<file path="src/rtl/btn_bouncer_pkg.sv">
// Shared definitions for the mechanical-switch emulator: FSM encoding,
// LFSR polynomial and counter widths.
package btn_bouncer_pkg;

    typedef enum logic {
        IDLE   = 1'b0,
        BOUNCE = 1'b1
    } state_e;

    // x^16 + x^14 + x^13 + x^11 + 1, right-shifting Galois form
    localparam logic [15:0] LFSR_POLY = 16'hB400;
    localparam int          WINDOW_W  = 16;

endpackage

</file>
<file path="src/rtl/btn_bouncer_if.sv">
// Request/response bundle between a bouncer and whatever drives it:
// valid/ready request handshake plus the emulated button and settle pulse.
interface btn_bouncer_if;

    logic i_req_valid;
    logic i_req_level;
    logic o_req_ready;
    logic o_btn;
    logic o_done;

    modport master (
        output i_req_valid,
        output i_req_level,
        input  o_req_ready,
        input  o_btn,
        input  o_done
    );

    modport slave (
        input  i_req_valid,
        input  i_req_level,
        output o_req_ready,
        output o_btn,
        output o_done
    );

endinterface

</file>
<file path="src/rtl/bouncer_lfsr16.sv">
// 16-bit Galois LFSR that advances only when i_step is high; reloads SEED
// solely on reset so chatter differs from one request to the next.
module bouncer_lfsr16
    import btn_bouncer_pkg::*;
#(
    parameter logic [15:0] SEED = 16'hACE1
) (
    input  logic        i_clk,
    input  logic        i_reset,
    input  logic        i_step,
    output logic [15:0] o_state
);

    logic [15:0] lfsr_q;
    logic [15:0] lfsr_d;
    logic [15:0] shifted;

    // Each bit takes its upper neighbour, XORed with the feedback bit where
    // the polynomial has a tap; the top bit has no neighbour.
    genvar gi;
    generate
        for (gi = 0; gi < 16; gi++) begin : g_tap
            if (gi == 15) begin : g_top
                assign shifted[gi] = LFSR_POLY[gi] & lfsr_q[0];
            end else begin : g_mid
                assign shifted[gi] = lfsr_q[gi+1] ^ (LFSR_POLY[gi] & lfsr_q[0]);
            end
        end
    endgenerate

    assign lfsr_d = i_step ? shifted : lfsr_q;

    always_ff @(posedge i_clk or posedge i_reset) begin
        if (i_reset) begin
            lfsr_q <= SEED;
        end else begin
            lfsr_q <= lfsr_d;
        end
    end

    assign o_state = lfsr_q;

endmodule

</file>
<file path="src/rtl/btn_bouncer.sv">
// Switch emulator: on request, chatters o_btn at pseudo-random intervals for
// BOUNCE_CYCLES clocks, then forces the requested level and pulses o_done.
module btn_bouncer
    import btn_bouncer_pkg::*;
#(
    parameter int          BOUNCE_CYCLES = 50000,
    parameter int          GAP_LOG2      = 10,
    parameter logic [15:0] LFSR_SEED     = 16'hACE1
) (
    input  logic          i_clk,
    input  logic          i_reset,
    btn_bouncer_if.slave  bus
);

    localparam logic [WINDOW_W-1:0] WINDOW_LOAD = WINDOW_W'(BOUNCE_CYCLES - 1);

    state_e                state_q, state_d;
    logic [WINDOW_W-1:0]   window_q, window_d;
    logic [GAP_LOG2-1:0]   gap_q, gap_d;
    logic                  target_q, target_d;
    logic                  btn_q, btn_d;
    logic                  ready_q, ready_d;
    logic                  done_q, done_d;

    logic                  lfsr_step;
    logic [15:0]           lfsr_state;
    logic [GAP_LOG2-1:0]   gap_seed;
    logic                  accept;
    logic                  unused_lfsr_bits;

    bouncer_lfsr16 #(
        .SEED    (LFSR_SEED)
    ) u_lfsr (
        .i_clk   (i_clk),
        .i_reset (i_reset),
        .i_step  (lfsr_step),
        .o_state (lfsr_state)
    );

    assign gap_seed         = lfsr_state[GAP_LOG2-1:0];
    assign unused_lfsr_bits = ^lfsr_state[15:GAP_LOG2];

    // ready_q is only ever high in IDLE, so it alone qualifies acceptance.
    assign accept = bus.i_req_valid && ready_q;

    always_comb begin
        state_d   = state_q;
        window_d  = window_q;
        gap_d     = gap_q;
        target_d  = target_q;
        btn_d     = btn_q;
        ready_d   = ready_q;
        done_d    = 1'b0;
        lfsr_step = 1'b0;

        case (state_q)
            IDLE: begin
                ready_d = 1'b1;
                if (accept) begin
                    target_d = bus.i_req_level;
                    ready_d  = 1'b0;
                    if (bus.i_req_level != btn_q) begin
                        btn_d     = ~btn_q;
                        window_d  = WINDOW_LOAD;
                        gap_d     = gap_seed;
                        lfsr_step = 1'b1;
                        state_d   = BOUNCE;
                    end else begin
                        // Already at the requested level: acknowledge only.
                        done_d = 1'b1;
                    end
                end
            end

            BOUNCE: begin
                ready_d = 1'b0;
                if (window_q == '0) begin
                    // Forced final edge fixes the level whatever the toggle parity.
                    btn_d   = target_q;
                    done_d  = 1'b1;
                    ready_d = 1'b1;
                    state_d = IDLE;
                end else if (gap_q == '0) begin
                    btn_d     = ~btn_q;
                    gap_d     = gap_seed;
                    lfsr_step = 1'b1;
                    window_d  = window_q - WINDOW_W'(1);
                end else begin
                    gap_d    = gap_q - GAP_LOG2'(1);
                    window_d = window_q - WINDOW_W'(1);
                end
            end

            default: begin
                state_d = IDLE;
            end
        endcase
    end

    always_ff @(posedge i_clk or posedge i_reset) begin
        if (i_reset) begin
            state_q  <= IDLE;
            window_q <= '0;
            gap_q    <= '0;
            target_q <= 1'b0;
            btn_q    <= 1'b0;
            ready_q  <= 1'b1;
            done_q   <= 1'b0;
        end else begin
            state_q  <= state_d;
            window_q <= window_d;
            gap_q    <= gap_d;
            target_q <= target_d;
            btn_q    <= btn_d;
            ready_q  <= ready_d;
            done_q   <= done_d;
        end
    end

    assign bus.o_req_ready = ready_q;
    assign bus.o_btn       = btn_q;
    assign bus.o_done      = done_q;

endmodule

</file>
<file path="src/flat_wrapper.sv">
// flat-port wrapper written by rule: the top's interface ports become plain ports
module btn_bouncer_flat import btn_bouncer_pkg::*;
#(
    parameter int          BOUNCE_CYCLES = 50000,
    parameter int          GAP_LOG2      = 10,
    parameter logic [15:0] LFSR_SEED     = 16'hACE1
)
  (i_clk, i_reset, bus_i_req_valid, bus_i_req_level, bus_o_req_ready, bus_o_btn, bus_o_done);
  btn_bouncer_if bus_i ();
  input  logic i_clk;
  input  logic i_reset;
  input wire logic [$bits(bus_i.i_req_valid)-1:0] bus_i_req_valid;
  input wire logic [$bits(bus_i.i_req_level)-1:0] bus_i_req_level;
  output wire logic [$bits(bus_i.o_req_ready)-1:0] bus_o_req_ready;
  output wire logic [$bits(bus_i.o_btn)-1:0] bus_o_btn;
  output wire logic [$bits(bus_i.o_done)-1:0] bus_o_done;
  assign bus_i.i_req_valid = bus_i_req_valid;
  assign bus_i.i_req_level = bus_i_req_level;
  assign bus_o_req_ready = bus_i.o_req_ready;
  assign bus_o_btn = bus_i.o_btn;
  assign bus_o_done = bus_i.o_done;
  btn_bouncer #(.BOUNCE_CYCLES(BOUNCE_CYCLES), .GAP_LOG2(GAP_LOG2), .LFSR_SEED(LFSR_SEED)) u_core (.i_clk(i_clk), .i_reset(i_reset), .bus(bus_i));
endmodule
</file>
<file path="config.mk">
export PLATFORM = sky130hd
export DESIGN_NAME = btn_bouncer_flat
export DESIGN_NICKNAME = d
export VERILOG_FILES = /design/src/rtl/btn_bouncer_pkg.sv /design/src/rtl/btn_bouncer_if.sv /design/src/rtl/bouncer_lfsr16.sv /design/src/rtl/btn_bouncer.sv /design/src/flat_wrapper.sv
export SDC_FILE = /design/constraint.sdc
export NUM_CORES = 1
export LEC_CHECK = 0
export CAP_MARGIN = 20
export CORE_UTILIZATION = 40
export DETAILED_ROUTE_END_ITERATION = 10
export HOLD_SLACK_MARGIN = 0.06
export PLACE_DENSITY = 0.59
export SYNTH_ARGS = -nofsm -noshare
export SYNTH_HDL_FRONTEND = slang
export SYNTH_SLANG_ARGS = --single-unit
</file>
<file path="constraint.sdc">
create_clock -name i_clk -period 2.7 [get_ports i_clk]
set_clock_uncertainty 0.15 [all_clocks]
set_input_delay 0.81 -clock i_clk [delete_from_list [all_inputs] [get_ports i_clk]]
set_output_delay 0.81 -clock i_clk [all_outputs]
set_load 0.05 [all_outputs]
</file>
# Word level (Yosys, flattened, before mapping)
# Cells that the tools add are included.
# Widths: inputs -> output; s select.
# totals
regBits,47
in_bits,4
out_inout_bits,3
elab_cells,53
# op_classes
n_addsub,2
n_eq_ne,5
mux,27
bitwise,5
n_reduce_logical,6
# op_table
cell,count
$mux 16,3
$mux 10,4
$pmux 16 s2,1
$pmux 10 s2,1
$logic_not 16->1,1
$sub 16x1->16 const B,1
$mux 1,13
$logic_not 10->1,1
$pmux 1 s2,5
$sub 10x1->10 const B,1
$reduce_and 3->1,2
$ne 2x1->1 const B,2
$ne 3x3->1 const B,1
$xor 1x1->1,3
$ne 2x2->1 const B,1
$not 1->1,2
$reduce_and 2->1,1
$logic_and 1x1->1,1
$ne 1x1->1,1

# Logic depth before layout (Yosys ltp)
# depth
depth_word,4
mapped_depth,7
ltp_nobuf,7

# Hierarchy
# Synthesis repeated with hierarchy kept, for this count alone.
# hier_totals
cells_unflattened,250
hier_area_um2,2534.9
# modules_own_cells
mod,n_inst,cells_per_inst,area_per_inst_um2,seq_area_each_um2
btn_bouncer,1,196,1778.0,777.0
bouncer_lfsr16,1,54,757.0,410.4

# Worst setup path after synthesis
# Ideal clock, no wire load.
# synth_timing
path_type,register to register
from,reg u_core.window_q[0]
to,reg u_core.u_lfsr.lfsr_q[12] (netlist: u_core.u_lfsr.o_state[12])
setup_time_ns,0.125
t_arrival_ns,2.246
required_time_ns,2.425
setup_slack_ns,0.178
path_stages_with_launch,8
path_buffers,1
synth_period_minus_slack_ns,2.522
path_cell_list,dfrtp_1 -> inv_1 -> ha_1 -> or4b_4 -> nor4_4 -> o21ai_4 -> buf_6 -> mux2_4
# synth_between
elab_chain_len,3
# synth_rtl
element,line_no,source
"start, declared",btn_bouncer.sv:18,"logic [WINDOW_W-1:0] window_q, window_d;"
"start signal, assigned",btn_bouncer.sv:111,window_q <= window_d;
$logic_not 16->1,btn_bouncer.sv:77,if (window_q == '0) begin
$mux 1,btn_bouncer.sv:77,
$pmux 1 s2,btn_bouncer.sv:56,case (state_q)
"end signal, assigned",bouncer_lfsr16.sv:37,lfsr_q <= lfsr_d;
"end, declared",bouncer_lfsr16.sv:14,logic [15:0] lfsr_q;
# Every way passes these cells.
# A chain may end at the register's enable or synchronous reset.

# Final worst setup path
# layout_timing
from,reg u_core.ready_q (netlist: u_core.bus.o_req_ready)
to,out bus_o_req_ready
# layout_rtl
element,line_no,source
"start, declared",btn_bouncer.sv:22,"logic ready_q, ready_d;"
"start signal, assigned",btn_bouncer.sv:115,ready_q <= ready_d;
"end, declared",flat_wrapper.sv:14,output wire logic [$bits(bus_i.o_req_ready)-1:0] bus_o_req_ready;
# No word-level cell between the ends.

==> summary.txt <==
Run status
  – Status: complete, no violations

CTS
  – CTS max path bufs: 2
  – Worst-path clk slew: about 90 ps
  – H-tree depth: 2
  – Worst-Skew Late Latency: about 300 ps
  – CTS Buf Count: 5
  – CTS resizes: 0
  – CTS sink count: 47
  – CTS root buf: clkbuf_8
  – CTS tree: built

Finish
  – Final cell count without fillers: 336
  – Nets: ~270
  – Most common cell after layout, fill and taps aside: dfrtp_1
  – Antenna Cells: 0
  – Area grow syn2layout: 13.38%
  – Core Util, Final: about half
  – Share of cells above drive strength 1: around a quarter
  – Commonest non-fill, non-tap cells in the layout: dfrtp_1 (38), nand2_1 (15), buf_4 (15), nor3_1 (13)

Yosys
  – Yosys top cell area share: a little under two fifths
  – Mapped Cells: approximately 240
  – Top cells by area, synth: dfrtp_1 (37%), dfstp_2 (9.3%), mux2_4 (5.9%), mux2i_1 (3.1%), nor3_1 (2.5%)
  – Syn Area/Cell: between 10 and 15 um2
  – Distinct cells, synth: 56
  – Mapped Area: roughly 2600 um2
  – Synth area leader: dfrtp_1
  – Yosys warnings: 0
  – Top FF cell, synth: dfrtp_1
  – Post-Syn Nets: about 250
  – Seq/Total Area, Yosys: a little under half
  – FFs w/ async S/R, synth: between 90% and 100%
  – Post-synth EDFFs: 0
  – Synth Register Bits: 47

Floorplanning
  – Rows: 28
  – Full die area: approximately 6700 um2
  – Die H: a little over 80 um
  – Starting Density: a little over two fifths
  – IO Count: 7
  – Overall die width: roughly 80 um
  – Core region area: roughly 6000 um2

Critical path
  – RR Endpoint: u_core.gap_q[4]$_DFFE_PP0P_
  – Worst R2R Path Depth: 7
  – Worst Setup SP: u_core.bus.o_req_ready$_DFF_PP1_
  – Startpoint types: register
  – CP delay by family, top: buffers and inverters
  – Critical path buffer and inverter count: 1
  – Reg2Reg Launch Point: u_core.window_q[0]$_DFFE_PP0P_
  – Arrival time worst endpoint: roughly 1700 ps
  – Crit Path Class: register to primary output
  – Max FO, Critical Path: 4
  – Slowest CP cell: clkdlybuf4s50_1
  – Slack of the worst reg-to-reg path: approximately 240 ps
  – Worst-path cell chain: clkdlybuf4s50_1
  – Endpoint class of the critical path: primary output
  – Critical Path RT: 1740 ps
  – Max incr delay on CP: about 800 ps

Timing
  – Final worst-path cycle share: roughly 97%
  – Fin. max-slew vios: 0
  – Final Hold Viols: 0
  – Rel. slew slack: about three fifths
  – Slew @ Worst Pin: about 620 ps
  – Final Setup Violations: 0
  – RSZ-0062 raised after global routing: false
  – Setup TNS: 0 ps
  – Fmax: ~0.38 GHz
  – Tmin final: roughly 2600 ps

Detailed routing
  – Via count: slightly below 2,000
  – Iter 0 DRT Violations: 122
  – Drt total wl: roughly 5600 um
  – DR WL/cell: 16.56 um
  – DRC Markers: 0
  – Vias per cell: around 5.8
  – Router iterations before antenna repair: 4
  – Antenna Nets Post-Route: 0

Placed design
  – DP HPWL: roughly 3800 um
  – GPL Wtd Cong: about 0.76
  – Placed insts: 327
  – # port buffers: 6

Min path
  – Worst hold path type: register to register
  – Cells on Worst Hold Path: 2
  – Min-Delay Startpoint: u_core.target_q$_DFFE_PP0P_
  – Hold worst-path end: u_core.target_q$_DFFE_PP0P_

Global routing
  – First-pass GRT wire length: approximately 9000 um
  – GRT overflow: 0
  – Total track usage: between 10% and 20%
  – Initial antenna violation count: 0
  – Largest net degree at the start of global routing: 48
  – Vias in the first global route: ~1,800

Job
  – Max Cap Viol: 0

Pwr
  – PnR Total Power: about 2.6 mW
  – Leak: roughly 1.2 nW
  – PD cells: slightly above 900 nW/um2
  – Worst-case vdd ir drop: ~0.4 mV
==> cell type report <==
cell class | count | area, um2
Fill cell | 574 | 3131
Multi-Input combinational cell | 172 | 1280
Sequential cell | 47 | 1187
Timing Repair Buffer | 23 | 212.7
Tap cell | 75 | 93.84
Clock buffer | 8 | 80.08
Inverter | 11 | 41.29
==> through the flow <==
step	instance area (um2)	hold slack (ps)	setup slack (ps)
2_1_floorplan	2554	290.4	178.4
3_3_place_gp	2795	309.0	-10.48
3_5_place_dp	2795	318.1	-20.62
4_1_cts	2875	339.4	64.29
5_1_grt	2895	366.9	47.15
6_report	2895	335.4	82.72
==> per-layer routing <==
metal,track usage (%),part of all wire [%],vias to the layer above
met3,3.444,3.1,4
met4,3.509,0.79,0
met1,25.80,51,966
li1,-,-,961
met2,27.11,45,29
met5,0,0,-
==> how the worst max path moves through the flow <==
stage | end | slack (ps) | cells after the start
2_1_floorplan | u_core.u_lfsr.o_state[12]$_DFFE_PP0P_ | 180 | 7
3_3_place_gp | u_core.u_lfsr.o_state[1]$_DFFE_PP0P_ | -10 | 5
3_5_place_dp | u_core.u_lfsr.o_state[1]$_DFFE_PP0P_ | -20 | 5
4_1_cts | u_core.u_lfsr.o_state[1]$_DFFE_PP0P_ | 60 | 6
5_1_grt | bus_o_req_ready | 50 | 1
6_report | bus_o_req_ready | 80 | 1
==> synthesized netlist by cell type (2+ instances only) <==
library cell   n
mux2_4        10
o31ai_1        5
a41oi_1        3
mux2i_1        8
o21ai_0        6
a211oi_1       3
or3_2          3
ha_1           2
a31oi_1        4
o2bb2ai_1      2
o311ai_0       2
nor4_1        10
o22ai_1        6
nand2b_1       3
xor2_1         4
nor3_1        13
or3_1          2
mux2_2         5
a311oi_1       4
inv_1         10
nor2_1        10
a22oi_1        2
dfrtp_1       38
nand3_1        4
nor2b_1        2
or4_2          2
nand2_1       15
nand3b_1       2
clkbuf_1      10
dfstp_2        9
or2_2          2
nor4b_1        2
or4_1          3
a21oi_1       10
nand4_1        5
==> what timing repair did <==
| item | CTS | global route |
|---|---|---|
| hold buffers | 0 | 0 |
| setup buffers | 0 | 1 |
| endpoints found under the setup margin | 0 | 8 |
==> state kept, by name, summed over array words and instances (netlist names) <==
register                cells
u_core.window_q            16
u_core.target_q             1
u_core.u_lfsr.o_state      16
u_core.bus.o_req_ready      1
u_core.bus.o_btn            1
u_core.state_q              1
u_core.bus.o_done           1
u_core.gap_q               10
==> report_power, final <==
part           leakage (nW)  total (mW)  internal (mW)  switching [mW]
Clock                0.0395       0.413          0.185           0.229
Combinational         0.566        1.10          0.476           0.622
Sequential            0.564        1.13          0.900           0.235
Total                  1.17        2.65           1.56            1.09
==> cells by family after synthesis <==
group / Yosys count / synth area share [%]
xor+xnor: 5 / 1.715
buf+inv: 23 / 3.675
fa+ha+maj: 2 / 0.9798
mux: 23 / 11.22
compound gates: 56 / 15.78
simple gates: 86 / 20.14
flops: 47 / 46.50
No activity file was read; power rests on OpenSTA's default activity.
